[src/rtl/td4_pkg.sv]
// Shared TD4 definitions: mnemonic IDs, opcode table, instruction encoding and loader FSM states.
// The decoder side imports the same table, so the two can never drift apart.
package td4_pkg;

    localparam logic [3:0] MN_ADDA_IM = 4'd0;
    localparam logic [3:0] MN_MOVA_B  = 4'd1;
    localparam logic [3:0] MN_MOVA_IM = 4'd2;
    localparam logic [3:0] MN_MOVB_A  = 4'd3;
    localparam logic [3:0] MN_ADDB_IM = 4'd4;
    localparam logic [3:0] MN_MOVB_IM = 4'd5;
    localparam logic [3:0] MN_HLT     = 4'd6;
    localparam logic [3:0] MN_JMP     = 4'd7;
    localparam logic [3:0] MN_JNZ     = 4'd8;

    localparam logic [7:0] HLT_BYTE = 8'h60;

    typedef enum logic [1:0] {
        ST_IDLE = 2'd0,
        ST_LOAD = 2'd1,
        ST_DONE = 2'd2,
        ST_ERR  = 2'd3
    } state_t;

    function automatic logic mn_illegal(input logic [3:0] mn);
        return mn > MN_JNZ;
    endfunction

    function automatic logic [3:0] opc(input logic [3:0] mn);
        logic [3:0] o;
        case (mn)
            MN_ADDA_IM: o = 4'b0000;
            MN_MOVA_B:  o = 4'b0001;
            MN_MOVA_IM: o = 4'b0011;
            MN_MOVB_A:  o = 4'b0100;
            MN_ADDB_IM: o = 4'b0101;
            MN_MOVB_IM: o = 4'b0111;
            MN_JMP:     o = 4'b1011;
            MN_JNZ:     o = 4'b1111;
            default:    o = 4'b0110;
        endcase
        return o;
    endfunction

    // Register-to-register moves and HLT carry no operand, so their nibble is zeroed.
    function automatic logic [7:0] enc(input logic [3:0] mn, input logic [3:0] imm);
        logic [3:0] i;
        i = (mn == MN_MOVA_B || mn == MN_MOVB_A || mn == MN_HLT) ? 4'h0 : imm;
        return {opc(mn), i};
    endfunction

endpackage

[src/rtl/prog_ram.sv]
// Program store: DEPTH x 8, one synchronous write port and one registered read port.
module prog_ram #(
    parameter int DEPTH  = 16,
    parameter int ADDR_W = 4
) (
    input  logic              clk,
    input  logic              we,
    input  logic [ADDR_W-1:0] waddr,
    input  logic [7:0]        wdata,
    input  logic [ADDR_W-1:0] raddr,
    output logic [7:0]        rdata
);

    logic [7:0] mem [DEPTH];

    always_ff @(posedge clk) begin
        if (we) begin
            mem[waddr] <= wdata;
        end
        rdata <= mem[raddr];
    end

endmodule

[src/rtl/prog_loader.sv]
// Encodes a mnemonic stream into instruction bytes, stores them in prog_ram and serves them
// to the fetch path once the program is complete.
module prog_loader
    import td4_pkg::*;
#(
    parameter int         DEPTH    = 16,
    parameter int         ADDR_W   = 4,
    parameter logic [7:0] HLT_FILL = HLT_BYTE
) (
    input  logic              clk,
    input  logic              rst,
    input  logic              start,
    input  logic              in_valid,
    output logic              in_ready,
    input  logic [3:0]        in_mn,
    input  logic [3:0]        in_imm,
    input  logic              in_last,
    output logic              loading,
    output logic              prog_ok,
    output logic              err,
    output logic              ovf,
    output logic [ADDR_W:0]   count,
    input  logic [ADDR_W-1:0] fetch_addr,
    output logic [7:0]        fetch_data,
    output logic [1:0]        dbg_state
);

    localparam logic [ADDR_W:0] LAST_IDX = (ADDR_W + 1)'(DEPTH - 1);

    state_t state_q, state_n;
    logic   accept, illegal, wr_en, fetch_ok_q;
    logic [7:0] ram_rdata;

    // Handshake: a beat transfers on a rising edge where in_valid & in_ready; in_ready is a
    // flop that is high exactly while in LOAD, and a same-cycle start suppresses the transfer.
    assign accept  = in_valid && in_ready && !start;
    assign illegal = mn_illegal(in_mn);
    assign wr_en   = accept && !illegal;

    always_comb begin
        state_n = state_q;
        if (start) begin
            state_n = ST_LOAD;
        end else if (state_q == ST_LOAD && accept) begin
            if (illegal) begin
                state_n = ST_ERR;
            end else if (in_last || count == LAST_IDX) begin
                state_n = ST_DONE;
            end
        end
    end

    always_ff @(posedge clk) begin
        if (rst) begin
            state_q    <= ST_IDLE;
            in_ready   <= 1'b0;
            count      <= '0;
            err        <= 1'b0;
            ovf        <= 1'b0;
            fetch_ok_q <= 1'b0;
        end else begin
            state_q    <= state_n;
            in_ready   <= (state_n == ST_LOAD);
            fetch_ok_q <= (state_q == ST_DONE) && ({1'b0, fetch_addr} < count);
            if (start) begin
                count <= '0;
                err   <= 1'b0;
                ovf   <= 1'b0;
            end else if (accept) begin
                if (illegal) begin
                    err <= 1'b1;
                end else begin
                    count <= count + 1'b1;
                    if (!in_last && count == LAST_IDX) begin
                        ovf <= 1'b1;
                    end
                end
            end
        end
    end

    prog_ram #(
        .DEPTH  (DEPTH),
        .ADDR_W (ADDR_W)
    ) u_ram (
        .clk   (clk),
        .we    (wr_en),
        .waddr (count[ADDR_W-1:0]),
        .wdata (enc(in_mn, in_imm)),
        .raddr (fetch_addr),
        .rdata (ram_rdata)
    );

    // Both terms are registered, so fetch_data changes only on the clock edge.
    assign fetch_data = fetch_ok_q ? ram_rdata : HLT_FILL;
    assign loading    = (state_q == ST_LOAD);
    assign prog_ok    = (state_q == ST_DONE);
    assign dbg_state  = state_q;

endmodule

[config.mk]
export PLATFORM = sky130hd
export DESIGN_NAME = prog_loader
export DESIGN_NICKNAME = d
export VERILOG_FILES = /design/src/rtl/td4_pkg.sv /design/src/rtl/prog_ram.sv /design/src/rtl/prog_loader.sv
export SDC_FILE = /design/constraint.sdc
export NUM_CORES = 1
export LEC_CHECK = 0
export BUFFER_PORTS_ARGS = -buffer_cell sky130_fd_sc_hd__clkbuf_2
export CORE_MARGIN = 2
export CORE_UTILIZATION = 50
export CTS_CLUSTER_DIAMETER = 60
export CTS_CLUSTER_SIZE = 20
export DETAILED_ROUTE_END_ITERATION = 6
export PLACE_DENSITY = 0.66
export SYNTH_ARGS = -nofsm -noshare
export SYNTH_HDL_FRONTEND = slang
export SYNTH_SLANG_ARGS = --single-unit
[constraint.sdc]
create_clock -name clk -period 3.65 [get_ports clk]
set_input_delay 0.365 -clock clk [delete_from_list [all_inputs] [get_ports clk]]
set_output_delay 0.365 -clock clk [all_outputs]
set_load 0.01 [all_outputs]
-- Word level (Yosys, flattened, before mapping)
Memories as Yosys holds them, arrays and structs flattened. A register that Yosys moved wholly into a read port is not among the register bits.
Index checks and enable logic that the tools add are counted.
- add/subtract/negate cells: 1
- order comparisons: 2
- equality and inequality tests: 7
- mux-type cells: 8
- bitwise operators: 1
- reductions and logical operators: 16
- operators with widths (kind ; count):
    two-way mux 2 bit ; 4
    two-way mux 8 bit ; 1
    logical AND 1 bit ; 6
    adder 5 x 1 -> 5 bit, second input constant ; 1
    equality test 5 x 4 -> 1 bit, second input constant ; 1
    less-than comparator 4 x 5 -> 1 bit ; 1
    equality test 2 x 1 -> 1 bit, second input constant ; 2
    equality test 4 x 1 -> 1 bit, second input constant ; 1
    equality test 4 x 2 -> 1 bit, second input constant ; 1
    equality test 4 x 3 -> 1 bit, second input constant ; 1
    > comparator 4 bit, second input constant ; 1
    two-way mux 4 bit ; 1
    AND reduction 2 bit ; 2
    zero test 1 bit ; 3
    logical OR 1 bit ; 3
    AND reduction 3 bit ; 1
    equality test 2 bit, second input constant ; 1
    two-way mux 1 bit ; 2
    OR reduction 2 bit ; 1
    inverter 1 bit ; 1
- register bits: 11
- RAM bits: 128
- memory bits (read-only): 64
- input port bits: 17
- output and inout port bits: 20
- word-level logic and storage cells: 43
- memories kept: 2
- memories (memory ; words ; bits a word ; read ports ; clocked after memory_dff ; wr ports ; line ; source):
    u_ram.mem ; 16 ; 8 ; 1 ; 1 ; 1 ; prog_ram.sv:14 ; logic [7:0] mem [DEPTH];
    (no name shown) ; 16 ; 4 ; 1 ; 0 ; 0 ; td4_pkg.sv:30 ; case (mn)

-- Logic depth before layout (Yosys ltp)
- depth after elaboration: 7
- mapped depth: 6
- gate-level depth less buffers: 6

-- Modules after synthesis
Synthesis repeated with hierarchy kept, for this count alone.
- cell total of the unflattened synthesis: 330
- area, all modules: 5984.5 um2
- by module, submodules not included (module ; instances ; cells an instance ; area each (um2) ; sequential area each (um2)):
    prog_ram ; 1 ; 229 ; 5147.4 ; 4003.8
    prog_loader ; 1 ; 101 ; 837.1 ; 220.2

-- Worst setup path after synthesis
OpenSTA, ideal clock, no wires.
- path kind: input-to-reg
- from: input port in_mn[2]
- to: memory u_ram.mem[2][0] (enable)
- setup time: 0.383 ns
- arrival: 1.797 ns
- data required time: 3.267 ns
- path slack: 1.470 ns
- stages: 5
- buffers on the path: 1
- cells stage by stage: buf_2 nand2b_1 a21oi_2 nand2_1 nor3_1
- word-level cells in the longest chain between the ends: 5
- RTL lines (what ; line ; source):
    start, declared ; prog_loader.sv:15 ; input logic [3:0] in_mn,
    > comparator 4 bit ; td4_pkg.sv:25 ; return mn > MN_JNZ;
    zero test 1 bit ; prog_loader.sv:38 ; assign wr_en = accept && !illegal;
    logical AND 1 bit ; prog_loader.sv:38 ;
    two-way mux 1 bit ; prog_ram.sv:17 ; if (we) begin
    two-way mux 1 bit (not written as such) ; prog_ram.sv:18 ; mem[waddr] <= wdata;
    end, declared ; prog_ram.sv:14 ;
No other way between the ends.

-- Worst setup path in the final report
- from: register in_ready
- to: memory u_ram.mem[12][6] (enable)
- word-level cells in the longest chain between the ends: 5
- RTL lines (what ; line ; source):
    start, declared ; prog_loader.sv:14 ; output logic in_ready,
    start signal, assigned ; prog_loader.sv:63 ; in_ready <= (state_n == ST_LOAD);
    logical AND 1 bit (2 in a row) ; prog_loader.sv:36 ; assign accept = in_valid && in_ready && !start;
    logical AND 1 bit ; prog_loader.sv:38 ;
    two-way mux 1 bit ; prog_ram.sv:17 ;
    two-way mux 1 bit (not written as such) ; prog_ram.sv:18 ;
No other way between the ends.

==> flow_summary.html <==
<table>
<tr><th>Metric</th><th>Value</th></tr>
<tr><th colspan="2">Worst setup path</th></tr>
<tr><td>Required time of the critical path</td><td>3690 ps</td></tr>
<tr><td>Buffers &amp; Inverters on Critical Path</td><td>0</td></tr>
<tr><td>Endpoint kind of the worst setup timing path</td><td>flip-flop</td></tr>
<tr><td>R2R Setup Slk</td><td>1570 ps</td></tr>
<tr><td>Slowest cell on the critical path</td><td>nor2_1</td></tr>
<tr><td>Path type of the worst setup path</td><td>flip-flop to flip-flop</td></tr>
<tr><td>Arrival time worst endpoint</td><td>2130 ps</td></tr>
<tr><td>CP Cell Sequence</td><td>nand3b_1, a21oi_2, nand2_1, nor2_1</td></tr>
<tr><td>Family with the most delay on the worst path</td><td>simple AND/OR/NAND/NOR gates</td></tr>
<tr><td>Worst stage delay on the critical path</td><td>between 600 and 700 ps</td></tr>
<tr><td>Biggest fanout along the worst timing path</td><td>8</td></tr>
<tr><td>Element type at the critical path start</td><td>flip-flop</td></tr>
<tr><th colspan="2">STA</th></tr>
<tr><td>Number of max-slew violations in the final report</td><td>0</td></tr>
<tr><td>Setup skew after layout</td><td>6.89 ps</td></tr>
<tr><td>Max Fclk</td><td>0.480 GHz</td></tr>
<tr><td>Worst Max-Slew Pin Slew</td><td>roughly 1200 ps</td></tr>
<tr><td>Share of the cycle needed by the critical path after routing</td><td>0.571</td></tr>
<tr><td>Final min period</td><td>2080 ps</td></tr>
<tr><td>Final setup vio count</td><td>0</td></tr>
<tr><td>RSZ-0062 raised after global routing</td><td>false</td></tr>
<tr><td>Fin Setup TNS</td><td>0 ps</td></tr>
<tr><td>Hold violation total from the final report</td><td>0</td></tr>
<tr><td>Worst slew margin relative to its limit</td><td>0.194</td></tr>
<tr><th colspan="2">Layout</th></tr>
<tr><td>Final core area utilization</td><td>0.599</td></tr>
<tr><td>Sequential cell area</td><td>0.00422 sq mm</td></tr>
<tr><td>Count of inserted antenna diode cells</td><td>0</td></tr>
<tr><td>Layout cells sized above 1</td><td>0.242</td></tr>
<tr><td>Final cell count without fillers</td><td>544</td></tr>
<tr><td>Final Cell Area</td><td>a little under 0.007 sq mm</td></tr>
<tr><td>Final #Nets</td><td>419</td></tr>
<tr><td>FILL cells</td><td>857</td></tr>
<tr><td>Area growth from synthesis to layout</td><td>15.8%</td></tr>
<tr><td>Multi-input combinational cell area</td><td>0.00161 sq mm</td></tr>
<tr><th colspan="2">Detailed routing</th></tr>
<tr><td># DRC</td><td>0</td></tr>
<tr><td>Routed wire length</td><td>11900 um</td></tr>
<tr><td>Average detailed-routed wire length per instance</td><td>21.9 um</td></tr>
<tr><td>Routed Antenna Nets</td><td>0</td></tr>
<tr><td>Via density per instance</td><td>5.70</td></tr>
<tr><td>Pre-antenna DRT Iters</td><td>6</td></tr>
<tr><td>Total via count after detailed routing</td><td>~3100</td></tr>
<tr><td>First DRT Iteration DRCs</td><td>368</td></tr>
<tr><th colspan="2">Flow run</th></tr>
<tr><td>Max_cap viols</td><td>0</td></tr>
<tr><th colspan="2">Place</th></tr>
<tr><td>DPL Wire Length</td><td>7890 um</td></tr>
<tr><td>Number of cells after detailed placement</td><td>between 500 and 600</td></tr>
<tr><td>Routability congestion estimate</td><td>0.791</td></tr>
<tr><td>Count of input and output buffers</td><td>36</td></tr>
<tr><td>Cell Area, Placed</td><td>0.00633 sq mm</td></tr>
<tr><th colspan="2">Clocking</th></tr>
<tr><td>Total clock buffers created by CTS</td><td>17</td></tr>
<tr><td>Post-CTS Repair Setup Buffers</td><td>0</td></tr>
<tr><td>Max clock buf depth</td><td>2</td></tr>
<tr><td>Depth of the CTS H-tree</td><td>4</td></tr>
<tr><td>Post-cts resize count</td><td>0</td></tr>
<tr><td>TritonCTS clock tree</td><td>built</td></tr>
<tr><td>Library cell used as clock root buffer</td><td>clkbuf_16</td></tr>
<tr><td>Clock latency at the later pin of the worst-skew pair</td><td>420 ps</td></tr>
<tr><td>Clk pin slew, worst setup/hold paths</td><td>60 ps</td></tr>
<tr><td>Hold buffer count at cts</td><td>0</td></tr>
<tr><td>Number of sinks handled by clock tree synthesis</td><td>147</td></tr>
<tr><th colspan="2">Power</th></tr>
<tr><td>Post-layout power</td><td>3.77 mW</td></tr>
<tr><td>Net Sw Power</td><td>0.732 mW</td></tr>
<tr><td>Share of total power consumed by net switching</td><td>0.194</td></tr>
<tr><td>Reported leakage power</td><td>2.44 nW</td></tr>
<tr><td>Portion of total power attributed to sequential cells</td><td>0.491</td></tr>
<tr><td>Total power density per cell area</td><td>between 500 and 600 mW/mm^2</td></tr>
<tr><td>Internal Dissipation</td><td>3.04 mW</td></tr>
<tr><td>Clock Power Share</td><td>0.464</td></tr>
<tr><td>Relative contribution of combinational cells to total power</td><td>0.045</td></tr>
<tr><td>IR Drop Worst-Case VDD</td><td>367 uV</td></tr>
<tr><th colspan="2">Synth</th></tr>
<tr><td>Synth warnings</td><td>0</td></tr>
<tr><td>Synth area leader</td><td>edfxtp_1</td></tr>
<tr><td>Synth Flop Type</td><td>edfxtp_1</td></tr>
<tr><td>Per-instance average area after synthesis</td><td>~18 sq um</td></tr>
<tr><td>Area share of the largest cell type after synthesis</td><td>0.643</td></tr>
<tr><td>Yosys reg bits</td><td>147</td></tr>
<tr><td>Cell variety after synth</td><td>35</td></tr>
<tr><td>Most frequent cells after synthesis</td><td>edfxtp_1, nor2_1, dfxtp_1, nand2_1, mux4_2</td></tr>
<tr><td>Part of the Yosys area used for sequential elements</td><td>0.706</td></tr>
<tr><td>Cell area after technology mapping</td><td>approximately 0.0060 sq mm</td></tr>
<tr><td>Post-synth net total</td><td>366</td></tr>
<tr><td>Post-synth EDFFs</td><td>between 100 and 150</td></tr>
<tr><td>Leading post-synthesis cells by cell area</td><td>edfxtp_1, mux4_2, dfxtp_1</td></tr>
<tr><td>Async SR Flop Fraction</td><td>0</td></tr>
<tr><td>Number of cells produced by synthesis</td><td>335</td></tr>
<tr><td>Most frequent cell after synthesis</td><td>edfxtp_1</td></tr>
<tr><th colspan="2">Run status</th></tr>
<tr><td>Run status</td><td>completed</td></tr>
<tr><th colspan="2">Die</th></tr>
<tr><td>Count of standard-cell rows</td><td>39</td></tr>
<tr><td>Chip height</td><td>113 um</td></tr>
<tr><td>Core area</td><td>0.0116 sq mm</td></tr>
<tr><td>Width of the die</td><td>between 100 and 150 um</td></tr>
<tr><td>DIE AREA</td><td>between 0.01 and 0.015 sq mm</td></tr>
<tr><td>Number of ports placed on the die boundary</td><td>37</td></tr>
<tr><td>Starting density of the core</td><td>0.517</td></tr>
<tr><th colspan="2">Min path</th></tr>
<tr><td>Type of the worst min-delay path</td><td>primary input to flip-flop</td></tr>
<tr><th colspan="2">GRT</th></tr>
<tr><td>Global-route wire length before repair</td><td>18500 um</td></tr>
<tr><td>Number of antenna violations at the first check in global routing</td><td>0</td></tr>
<tr><td>Overall track demand over capacity in global routing</td><td>0.202</td></tr>
<tr><td>Largest net degree at the start of global routing</td><td>33</td></tr>
<tr><td>Number of global-route vias before repair</td><td>3165</td></tr>
<tr><td>GRT overflow</td><td>0</td></tr>
</table>
## registers in the layout, indices dropped and copies added (netlist names)
name and flops:
u_ram.mem 128, u_ram.rdata 8, count 5, dbg_state 2, err 1, fetch_ok_q 1, in_ready 1, ovf 1
## metal layers
layer | part of all wire | GRT usage | routed length, um | vias up
li1 | - | - | - | 1426
met1 | 0.47 | 0.291 | 5580 | 1570
met2 | 0.46 | 0.295 | 5480 | 84
met3 | 0.053 | 0.0558 | 628 | 22
met4 | 0.019 | 0.0846 | 221 | 0
met5 | 0 | 0 | 0 | -
## path summary, 6_finish.rpt
| check | from | end | depth (start not counted) |
|---|---|---|---|
| setup reg to reg | in_ready$_SDFF_PP0_ | u_ram.mem[12][6]$_DFFE_PP_ | 4 |
| setup / recovery | in_ready$_SDFF_PP0_ | u_ram.mem[12][6]$_DFFE_PP_ | 4 |
| hold / removal | rst | dbg_state[0]$_SDFF_PP0_ | 2 |
| hold reg to reg | err$_SDFFE_PP0P_ | err$_SDFFE_PP0P_ | 2 |
## stage by stage
step / setup WS (ps) / hold slack [ps]
4_1_cts: 1550 / 149
6_report: 1570 / 172
2_1_floorplan: 1470 / 438
3_3_place_gp: 1200 / 476
3_5_place_dp: 1140 / 486
5_1_grt: 1370 / 171
## logic make-up after synthesis
| kind of cell | share of synthesized area |
|---|---|
| flip-flops | 0.706 |
| buffers and inverters | 0.0249 |
| adder cells (fa/ha/maj) | 0.0293 |
| XOR/XNOR | 0.00439 |
| AND/OR/NAND/NOR | 0.0613 |
| AO/OA/AOI/OAI | 0.0412 |
| multiplexers | 0.133 |
## layout make-up
class,instances,share of cell area
well taps,143,0.0258
clock inverters,14,0.0242
inverters,11,0.00596
repair buffers,49,0.0401
flip-flops and latches,147,0.610
clock buffers,18,0.0620
multi-input cells,162,0.232
## placed cells by master, fill, tap and decap left out, types with 2 or more instances in the layout
cell / instances
buf_4: 13
nand3_1: 3
xnor2_1: 3
nor2_1: 24
and2_1: 7
a22oi_1: 16
clkinv_2: 5
clkinv_1: 4
nor3_1: 7
mux2i_1: 2
mux4_1: 14
clkbuf_2: 36
inv_1: 11
edfxtp_1: 128
a211oi_1: 3
mux4_2: 18
nand2b_1: 4
nand2_1: 19
dfxtp_1: 19
ha_1: 14
nor2b_1: 8
a31oi_1: 3
a21o_1: 2
o21ai_0: 4
bufinv_16: 4
o211ai_1: 2
clkbuf_16: 17
## power groups by stage
stage	combinational [mW]	clock (mW)	sequential, mW
after floorplan	0.109	0	1.89
after global placement	0.167	0	1.89
after CTS	0.172	1.78	1.85
final	0.170	1.75	1.85
after global routing	0.187	1.84	1.85
after detailed placement	0.172	0	1.89
No activity file was read; power rests on OpenSTA's default activity.
